## config.mk

```make
export PLATFORM = sky130hd
export DESIGN_NAME = alu_muldiv
export DESIGN_NICKNAME = d
export VERILOG_FILES = /design/src/rtl/alu_pkg.sv /design/src/rtl/muldiv_iter.sv /design/src/rtl/alu_muldiv.sv
export SDC_FILE = /design/constraint.sdc
export NUM_CORES = 2
export LEC_CHECK = 0
export CORE_AREA = 2 2 296 517
export CTS_CLUSTER_DIAMETER = 50
export DETAILED_ROUTE_END_ITERATION = 7
export DIE_AREA = 0 0 298 519
export GPL_TIMING_DRIVEN = 0
export PLACE_DENSITY = 0.65
export SLEW_MARGIN = 25
export SYNTH_ARGS = -nofsm -noshare
export SYNTH_HDL_FRONTEND = slang
export SYNTH_SLANG_ARGS = --single-unit
```

## constraint.sdc

```tcl
create_clock -name clk -period 12.2 [get_ports clk]
set_clock_uncertainty 0.2 [all_clocks]
set_input_delay 1.83 -clock clk [delete_from_list [all_inputs] [get_ports clk]]
set_output_delay 1.83 -clock clk [all_outputs]
set_load 0.005 [all_outputs]
```

## src/rtl/alu_pkg.sv

```systemverilog
// Shared op encodings, FSM state type and helpers for the ALU / mul-div block.
package alu_pkg;

  // Base op codes, op[3:0] with op[4]=0
  localparam logic [3:0] OP_AND  = 4'b0000;
  localparam logic [3:0] OP_OR   = 4'b0001;
  localparam logic [3:0] OP_ADD  = 4'b0010;
  localparam logic [3:0] OP_SLL  = 4'b0011;
  localparam logic [3:0] OP_SLT  = 4'b0100;
  localparam logic [3:0] OP_SLTU = 4'b0101;
  localparam logic [3:0] OP_SUB  = 4'b0110;
  localparam logic [3:0] OP_XOR  = 4'b0111;
  localparam logic [3:0] OP_SRL  = 4'b1000;
  localparam logic [3:0] OP_SRA  = 4'b1010;

  // M op codes, op[2:0] with op[4]=1
  localparam logic [2:0] M_MUL    = 3'b000;
  localparam logic [2:0] M_MULH   = 3'b001;
  localparam logic [2:0] M_MULHSU = 3'b010;
  localparam logic [2:0] M_MULHU  = 3'b011;
  localparam logic [2:0] M_DIV    = 3'b100;
  localparam logic [2:0] M_DIVU   = 3'b101;
  localparam logic [2:0] M_REM    = 3'b110;
  localparam logic [2:0] M_REMU   = 3'b111;

  typedef enum logic [1:0] {
    ST_IDLE = 2'd0,
    ST_BUSY = 2'd1,
    ST_DONE = 2'd2
  } state_t;

  // Signed division overflow: dividend is most-negative and divisor is -1
  function automatic logic sdiv_ovf(input logic a_msb, input logic a_rest_zero,
                                    input logic b_all_ones);
    return a_msb & a_rest_zero & b_all_ones;
  endfunction

endpackage

```

## src/rtl/muldiv_iter.sv

```systemverilog
// Radix-2 iterative multiply / restoring divide sequencer with sign fix-up
// and divide special cases (divide-by-zero, signed overflow).
module muldiv_iter
  import alu_pkg::*;
#(
  parameter int unsigned XLEN          = 64,
  parameter bit          DIV_EARLY_OUT = 1'b1
) (
  input  logic            clk,
  input  logic            rst,
  input  logic            start,
  input  logic            kill,
  input  logic [2:0]      fn,
  input  logic [XLEN-1:0] a,
  input  logic [XLEN-1:0] b,
  output logic            early_c,
  output logic [XLEN-1:0] early_res_c,
  output logic            done_c,
  output logic [XLEN-1:0] res_c
);

  localparam int unsigned CW = $clog2(XLEN) + 1;

  logic [XLEN-1:0] acc_hi, acc_lo, m_op;
  logic [CW-1:0]   count;
  logic [2:0]      fn_q;
  logic            qneg_q, rneg_q, spec_q;
  logic [XLEN-1:0] spec_res_q;

  logic            is_div_in, a_sgn_in, b_sgn_in, a_neg_in, b_neg_in, dz_in, ovf_in;
  logic [XLEN-1:0] a_mag_in, b_mag_in, spec_res_in;

  logic [XLEN:0]     mul_sum, div_sh, div_diff;
  logic              div_ge;
  logic [XLEN-1:0]   hi_n, lo_n, q_fix, r_fix;
  logic [2*XLEN-1:0] prod;

  // Decode the offered operands: signedness, magnitudes and special cases
  always_comb begin
    is_div_in   = fn[2];
    a_sgn_in    = is_div_in ? ~fn[0] : ((fn == M_MULH) || (fn == M_MULHSU));
    b_sgn_in    = is_div_in ? ~fn[0] : (fn == M_MULH);
    a_neg_in    = a_sgn_in & a[XLEN-1];
    b_neg_in    = b_sgn_in & b[XLEN-1];
    a_mag_in    = a_neg_in ? (XLEN'(0) - a) : a;
    b_mag_in    = b_neg_in ? (XLEN'(0) - b) : b;
    dz_in       = is_div_in & (b == '0);
    ovf_in      = is_div_in & ~fn[0] &
                  sdiv_ovf(a[XLEN-1], a[XLEN-2:0] == '0, &b);
    spec_res_in = dz_in ? (fn[1] ? a : '1) : (fn[1] ? '0 : a);
    early_c     = DIV_EARLY_OUT & (dz_in | ovf_in);
    early_res_c = spec_res_in;
  end

  // One iteration step plus final sign correction / result select
  always_comb begin
    mul_sum  = {1'b0, acc_hi} + (acc_lo[0] ? {1'b0, m_op} : '0);
    div_sh   = {acc_hi, acc_lo[XLEN-1]};
    div_diff = div_sh - {1'b0, m_op};
    div_ge   = ~div_diff[XLEN];
    if (fn_q[2]) begin
      hi_n = div_ge ? div_diff[XLEN-1:0] : div_sh[XLEN-1:0];
      lo_n = {acc_lo[XLEN-2:0], div_ge};
    end else begin
      hi_n = mul_sum[XLEN:1];
      lo_n = {mul_sum[0], acc_lo[XLEN-1:1]};
    end
    prod  = qneg_q ? ((2*XLEN)'(0) - {hi_n, lo_n}) : {hi_n, lo_n};
    q_fix = qneg_q ? (XLEN'(0) - lo_n) : lo_n;
    r_fix = rneg_q ? (XLEN'(0) - hi_n) : hi_n;
    if (spec_q)
      res_c = spec_res_q;
    else if (fn_q[2])
      res_c = fn_q[1] ? r_fix : q_fix;
    else
      res_c = (fn_q[1:0] == 2'b00) ? prod[XLEN-1:0] : prod[2*XLEN-1:XLEN];
    done_c = (count == CW'(1));
  end

  // Sequencer state: load on start, step while count is non-zero
  always_ff @(posedge clk) begin
    if (rst || kill) begin
      acc_hi     <= '0;
      acc_lo     <= '0;
      m_op       <= '0;
      count      <= '0;
      fn_q       <= '0;
      qneg_q     <= 1'b0;
      rneg_q     <= 1'b0;
      spec_q     <= 1'b0;
      spec_res_q <= '0;
    end else if (start) begin
      acc_hi     <= '0;
      acc_lo     <= is_div_in ? a_mag_in : b_mag_in;
      m_op       <= is_div_in ? b_mag_in : a_mag_in;
      count      <= CW'(XLEN);
      fn_q       <= fn;
      qneg_q     <= a_neg_in ^ b_neg_in;
      rneg_q     <= a_neg_in;
      spec_q     <= dz_in | ovf_in;
      spec_res_q <= spec_res_in;
    end else if (count != '0) begin
      acc_hi <= hi_n;
      acc_lo <= lo_n;
      count  <= count - CW'(1);
    end
  end

endmodule

```

## src/rtl/alu_muldiv.sv

```systemverilog
// EX-stage integer ALU with iterative M-extension unit behind valid/ready.
module alu_muldiv
  import alu_pkg::*;
#(
  parameter int unsigned XLEN          = 64,
  parameter bit          DIV_EARLY_OUT = 1'b1
) (
  input  logic            clk,
  input  logic            rst,
  input  logic            in_valid,
  output logic            in_ready,
  input  logic [4:0]      op,
  input  logic [XLEN-1:0] a,
  input  logic [XLEN-1:0] b,
  input  logic            kill,
  output logic            out_valid,
  input  logic            out_ready,
  output logic [XLEN-1:0] y,
  output logic            zero,
  output logic            s_less,
  output logic            u_less
);

  localparam int unsigned SHW = $clog2(XLEN);

  state_t          state, state_nxt;
  logic [XLEN-1:0] y_nxt, base_res, seq_res_c, early_res_c;
  logic            accept, seq_start, seq_done_c, early_c;
  logic [SHW-1:0]  shamt;

  assign in_ready = (state == ST_IDLE);

  muldiv_iter #(
    .XLEN         (XLEN),
    .DIV_EARLY_OUT(DIV_EARLY_OUT)
  ) u_iter (
    .clk        (clk),
    .rst        (rst),
    .start      (seq_start),
    .kill       (kill),
    .fn         (op[2:0]),
    .a          (a),
    .b          (b),
    .early_c    (early_c),
    .early_res_c(early_res_c),
    .done_c     (seq_done_c),
    .res_c      (seq_res_c)
  );

  // Single-cycle base op datapath
  always_comb begin
    base_res = '0;
    shamt    = b[SHW-1:0];
    case (op[3:0])
      OP_AND:  base_res = a & b;
      OP_OR:   base_res = a | b;
      OP_ADD:  base_res = a + b;
      OP_SLL:  base_res = a << shamt;
      OP_SLT:  base_res = XLEN'($signed(a) < $signed(b));
      OP_SLTU: base_res = XLEN'(a < b);
      OP_SUB:  base_res = a - b;
      OP_XOR:  base_res = a ^ b;
      OP_SRL:  base_res = a >> shamt;
      OP_SRA:  base_res = XLEN'($signed(a) >>> shamt);
      default: base_res = '0;
    endcase
  end

  // Next-state and result select; kill overrides everything
  always_comb begin
    state_nxt = state;
    y_nxt     = y;
    accept    = 1'b0;
    seq_start = 1'b0;
    case (state)
      ST_IDLE: begin
        if (in_valid) begin
          accept = 1'b1;
          if (!op[4]) begin
            y_nxt     = base_res;
            state_nxt = ST_DONE;
          end else if (early_c) begin
            y_nxt     = early_res_c;
            state_nxt = ST_DONE;
          end else begin
            seq_start = 1'b1;
            state_nxt = ST_BUSY;
          end
        end
      end
      ST_BUSY: begin
        if (seq_done_c) begin
          y_nxt     = seq_res_c;
          state_nxt = ST_DONE;
        end
      end
      ST_DONE: begin
        if (out_ready) state_nxt = ST_IDLE;
      end
      default: state_nxt = ST_IDLE;
    endcase
    if (kill) begin
      state_nxt = ST_IDLE;
      y_nxt     = y;
      accept    = 1'b0;
      seq_start = 1'b0;
    end
  end

  // State, result and flag registers
  always_ff @(posedge clk) begin
    if (rst) begin
      state     <= ST_IDLE;
      y         <= '0;
      zero      <= 1'b1;
      out_valid <= 1'b0;
      s_less    <= 1'b0;
      u_less    <= 1'b0;
    end else begin
      state     <= state_nxt;
      y         <= y_nxt;
      zero      <= (y_nxt == '0);
      out_valid <= (state_nxt == ST_DONE);
      if (accept) begin
        s_less <= ($signed(a) < $signed(b));
        u_less <= (a < b);
      end
    end
  end

endmodule
```

==> results of run 1 <==
-- through the flow --
step / instance area, um2 / hold WS, ns / instances
after floorplan: 59700 / 0.2320 / 8908
after global placement: 64210 / 0.2451 / 11110
after detailed placement: 65820 / 0.2473 / 11180
after CTS: 67030 / 0.2571 / 11240
-- per-layer routing --
| layer | GRT usage [%] | GRT overflow |
|---|---|---|
| met2 | 126.2 | 10150 |
| met3 | 68.77 | 82 |
| met1 | 83.74 | 69 |
| met5 | 34.30 | 6 |
| met4 | 100.7 | 2479 |
-- logic make-up after synthesis --
kind of cell,count (synthesis),share of synthesized area [%]
AND/OR/NAND/NOR,3290,26.06
AO/OA/AOI/OAI,3175,34.89
buffers and inverters,1063,6.973
adder cells (fa/ha/maj),332,7.009
multiplexers,405,9.237
flip-flops,339,11.37
XOR/XNOR,304,4.460
-- timing repair --
| item | CTS |
|---|---|
| endpoints found under the setup margin | 12 |
| gates resized for setup | 10 |
| gates cloned | 0 |
| pin swaps | 0 |
| buffers inserted | 0 |
==> metrics.txt, run 1 <==
status did not finish; Last stage 5_1_grt; tool error message [ERROR GRT-0116] Global routing finished with congestion. Check the congestion regions in the DRC Viewer.; largest net degree at the start of global routing 29; post-synthesis instance area around 60,000 um2; first-pass GRT wire length about 1,100,000 um; Post-synth ARST share 0%; EDFF count, synth 0; top cells by area, synth dfxtp_1, a21oi_1, ha_1; most common library cells after synthesis nor2_1, nand2_1, a21oi_1; most used flip-flop cell after synthesis dfxtp_1; sequential cell area fraction in the yosys report 11.37%; Hold Buf Count CTS 0; Mapped Nets approximately 9,400; Buffers on Ports 200; die height between 500 and 600 um; vias in the first global route about 110k; dpl hpwl 497,300 um; I/O pins 207; top-area cell type share of the netlist area ~11%; die width between 200 and 300 um; yosys warns 0; post-synth cell types 124; #FFs+latches synth 339; synthesized area per cell about 6.7 um2; GRT Util Overall between 90 and 100%; pre-CTS setup slack -2.461 ns; clk buf depth 3; # rows about 190; CTS Buf Count 35; top-count cell post-synth nor2_1; Initial Utilization roughly 40%; CTS sink cnt 339; grt ovf between 10,000 and 15,000; post-synth top area cell dfxtp_1; H-tree levels 2; root buffer cell clkbuf_16; Syn Inst Count 8,908; RePlAce Congestion 1.493
==> run 2, diff against run 1 <==
CORE_AREA = 2 2 492 494   (was 2 2 296 517)
CTS_CLUSTER_DIAMETER = not set   (was 50)
DIE_AREA = 0 0 494 496   (was 0 0 298 519)
PLACE_DENSITY = not set   (was 0.65)
PLACE_DENSITY_LB_ADDON = 0.15   (was not set)
==> metrics.txt, run 2 <==
status complete, but fails checks; failing checks design-rule violations, negative setup slack; RePlAce Congestion about 1.2; CTS Buf Count 43; clk buf depth 3; drt pass-1 iters 8; total number of vias between 80,000 and 90,000; post-synth cell types 124; most used cell along the critical path clkbuf_1; max_cap viols 0; Leakage Power around 0.025 uW; layout cells sized above 1 approximately a tenth; grt ovf 0; top-count cell post-synth nor2_1; die width around 500 um; fin. max-slew vios 0; final wirelength approximately 660,000 um; final hold violations 0; PwrDens 230.1 nW/um2; vias in the first global route 79,760; CTS sink cnt between 300 and 400; Register Area just under 7000 um2; post-synth top area cell dfxtp_1; WP depth 27; top cells by area, synth dfxtp_1, a21oi_1, ha_1; routed vias/inst between 6 and 7; Mapped Nets about 9,400; DRC violations left 17; first-pass GRT wire length around 840,000 um; CP max stage delay between 0.7 and 0.8 ns; clk slew on worst S/H paths approximately 0.070 ns; Final #Nets around 9,700; worst reg2reg path depth 30; Syn Inst Count 8,908; Hold Crit Depth 2; Worst EP required approximately 13 ns; final instance area roughly 70,000 um2; crit-path max FO 12; DRT iter0 DRCs about 14,000; die area approximately 250,000 um2; RSZ-0062 raised after global routing false; sequential cell area fraction in the yosys report 11.37%; commonest non-fill, non-tap cells in the layout nor2_1, nand2_1, a21oi_1; Buffers on Ports 200; Setup crit start kind primary input; multi-input logic area between 40,000 and 50,000 um2; Post-synth ARST share 0%; most used flip-flop cell after synthesis dfxtp_1; largest net degree at the start of global routing 29; total power ~16,000 uW; Clock Latency Late Sink 0.72 ns; Area after DPL between 60,000 and 70,000 um2; dpl hpwl 546,100 um; nature of the critical path endpoint flip-flop; die height ~500 um; synthesized area per cell around 6.7 um2; maximum vdd ir drop 184.6 uV; #FFs+latches synth around 340; area of the core around 240,000 um2; Initial Utilization 24.91%; I/O pins 207; fill count approximately 27,000; fmax 79.87 MHz; root buffer cell clkbuf_16; yosys warns 0; most common cell after layout, fill and taps aside nor2_1; Min-Delay Path Class reg -> reg; crit-path leading delay family buffers and inverters; top-area cell type share of the netlist area between 10% and 20%; worst slew pin tran around 1.4 ns; synth-to-layout area growth 17.19%; setup ws final -0.3200 ns; CP max stage cell a21oi_1; # rows between 150 and 200; final worst path period share 102.6%; Crit Path Category in -> reg; CTS tree done; Setup violations, final 1; Critical path buffers and inverters 12; CP Data Arrival Time around 13 ns; min Tclk post-route between 10 and 15 ns; pre-CTS setup slack -2.899 ns; most common library cells after synthesis nor2_1, nand2_1, a21oi_1; final setup TNS -0.3200 ns; Antenna Nets Post-Route 0; WL per Instance roughly 53 um; GRT Util Overall ~52%; initial antenna violation count 93; Worst slew margin just over 9%; Min Hold Slack ~0.26 ns; H-tree levels 2; post-synthesis instance area 59,700 um2; EDFF count, synth 0
-- run 2: cell counts after synthesis --
No cell type changed its count.
-- run 2: layout make-up --
| cell class | instances | share of cell area [%] |
|---|---|---|
| Clock inverter | 32 | 0.5812 |
| Buffer | 711 | 4.299 |
| Clock buffer | 47 | 1.588 |
| Inverter | 348 | 1.869 |
| Timing Repair Buffer | 314 | 4.693 |
| Tap cell | 3185 | 5.696 |
| Antenna cell | 84 | 0.3005 |
| Sequential cell | 339 | 9.700 |
| Multi-Input combinational cell | 7506 | 71.27 |
-- run 2: worst register-to-register path: cells and delay by family (launching register included) --
| family | cells | cell delay [ns] |
|---|---|---|
| simple gates | 12 | 5.54 |
| compound gates | 10 | 3.83 |
| fa+ha+maj | 3 | 0.88 |
| buf+inv | 4 | 0.69 |
| flops | 1 | 0.66 |
| xor+xnor | 1 | 0.25 |
-- run 2: worst paths after layout --
kind                                to  slack [ns]            startpoint
setup / recovery                  zero       -0.32                  b[0]
hold / removal    u_iter.spec_res_q[7]        0.26  u_iter.spec_res_q[7]
setup reg to reg                  zero        0.04     u_iter.acc_lo[63]
hold reg to reg   u_iter.spec_res_q[7]        0.26  u_iter.spec_res_q[7]
-- run 2: per-stage QoR --
step	util (%)	instances
global route	29.11	12490
CTS	29.02	12480
floorplan	-	8908
detailed placement	28.37	12400
global placement	27.41	12290
finish	29.20	12570
-- run 2: cells by family (layout without fill, tap and decap cells) --
family,Yosys count,in the layout,share of synthesized area (%)
AOI/OAI and AO/OA,3175,3175,34.89
xor gates and xnor gates,304,304,4.460
adders and majority gates,332,332,7.009
buffers and inverters,1063,1452,6.973
DFF,339,339,11.37
muxes,405,405,9.237
other,0,84,0
and+or+nand+nor,3290,3290,26.06
-- run 2: what timing repair did --
action	4_1_cts	5_1_grt
setup buffers	2	0
pin swaps	1	0
endpoints found under the setup margin	16	1
gates resized for setup	13	9
hold buffers	0	0
-- run 2: power breakdown --
group / total [uW] / internal (uW) / leakage [uW] / switching [uW]
Sequential: 1580 / 1260 / 0.00275 / 314
Clock: 1480 / 787 / 0.000733 / 698
Combinational: 13000 / 3330 / 0.0219 / 9710
-- run 2: per-layer routing --
metal / wire length (um) / global-route usage [%]
met3: 73930 / 18.16
met2: 268800 / 75.40
met4: 88160 / 55.14
met5: 348 / 0.5212
met1: 230000 / 56.36
No activity file was read; power rests on OpenSTA's default activity.
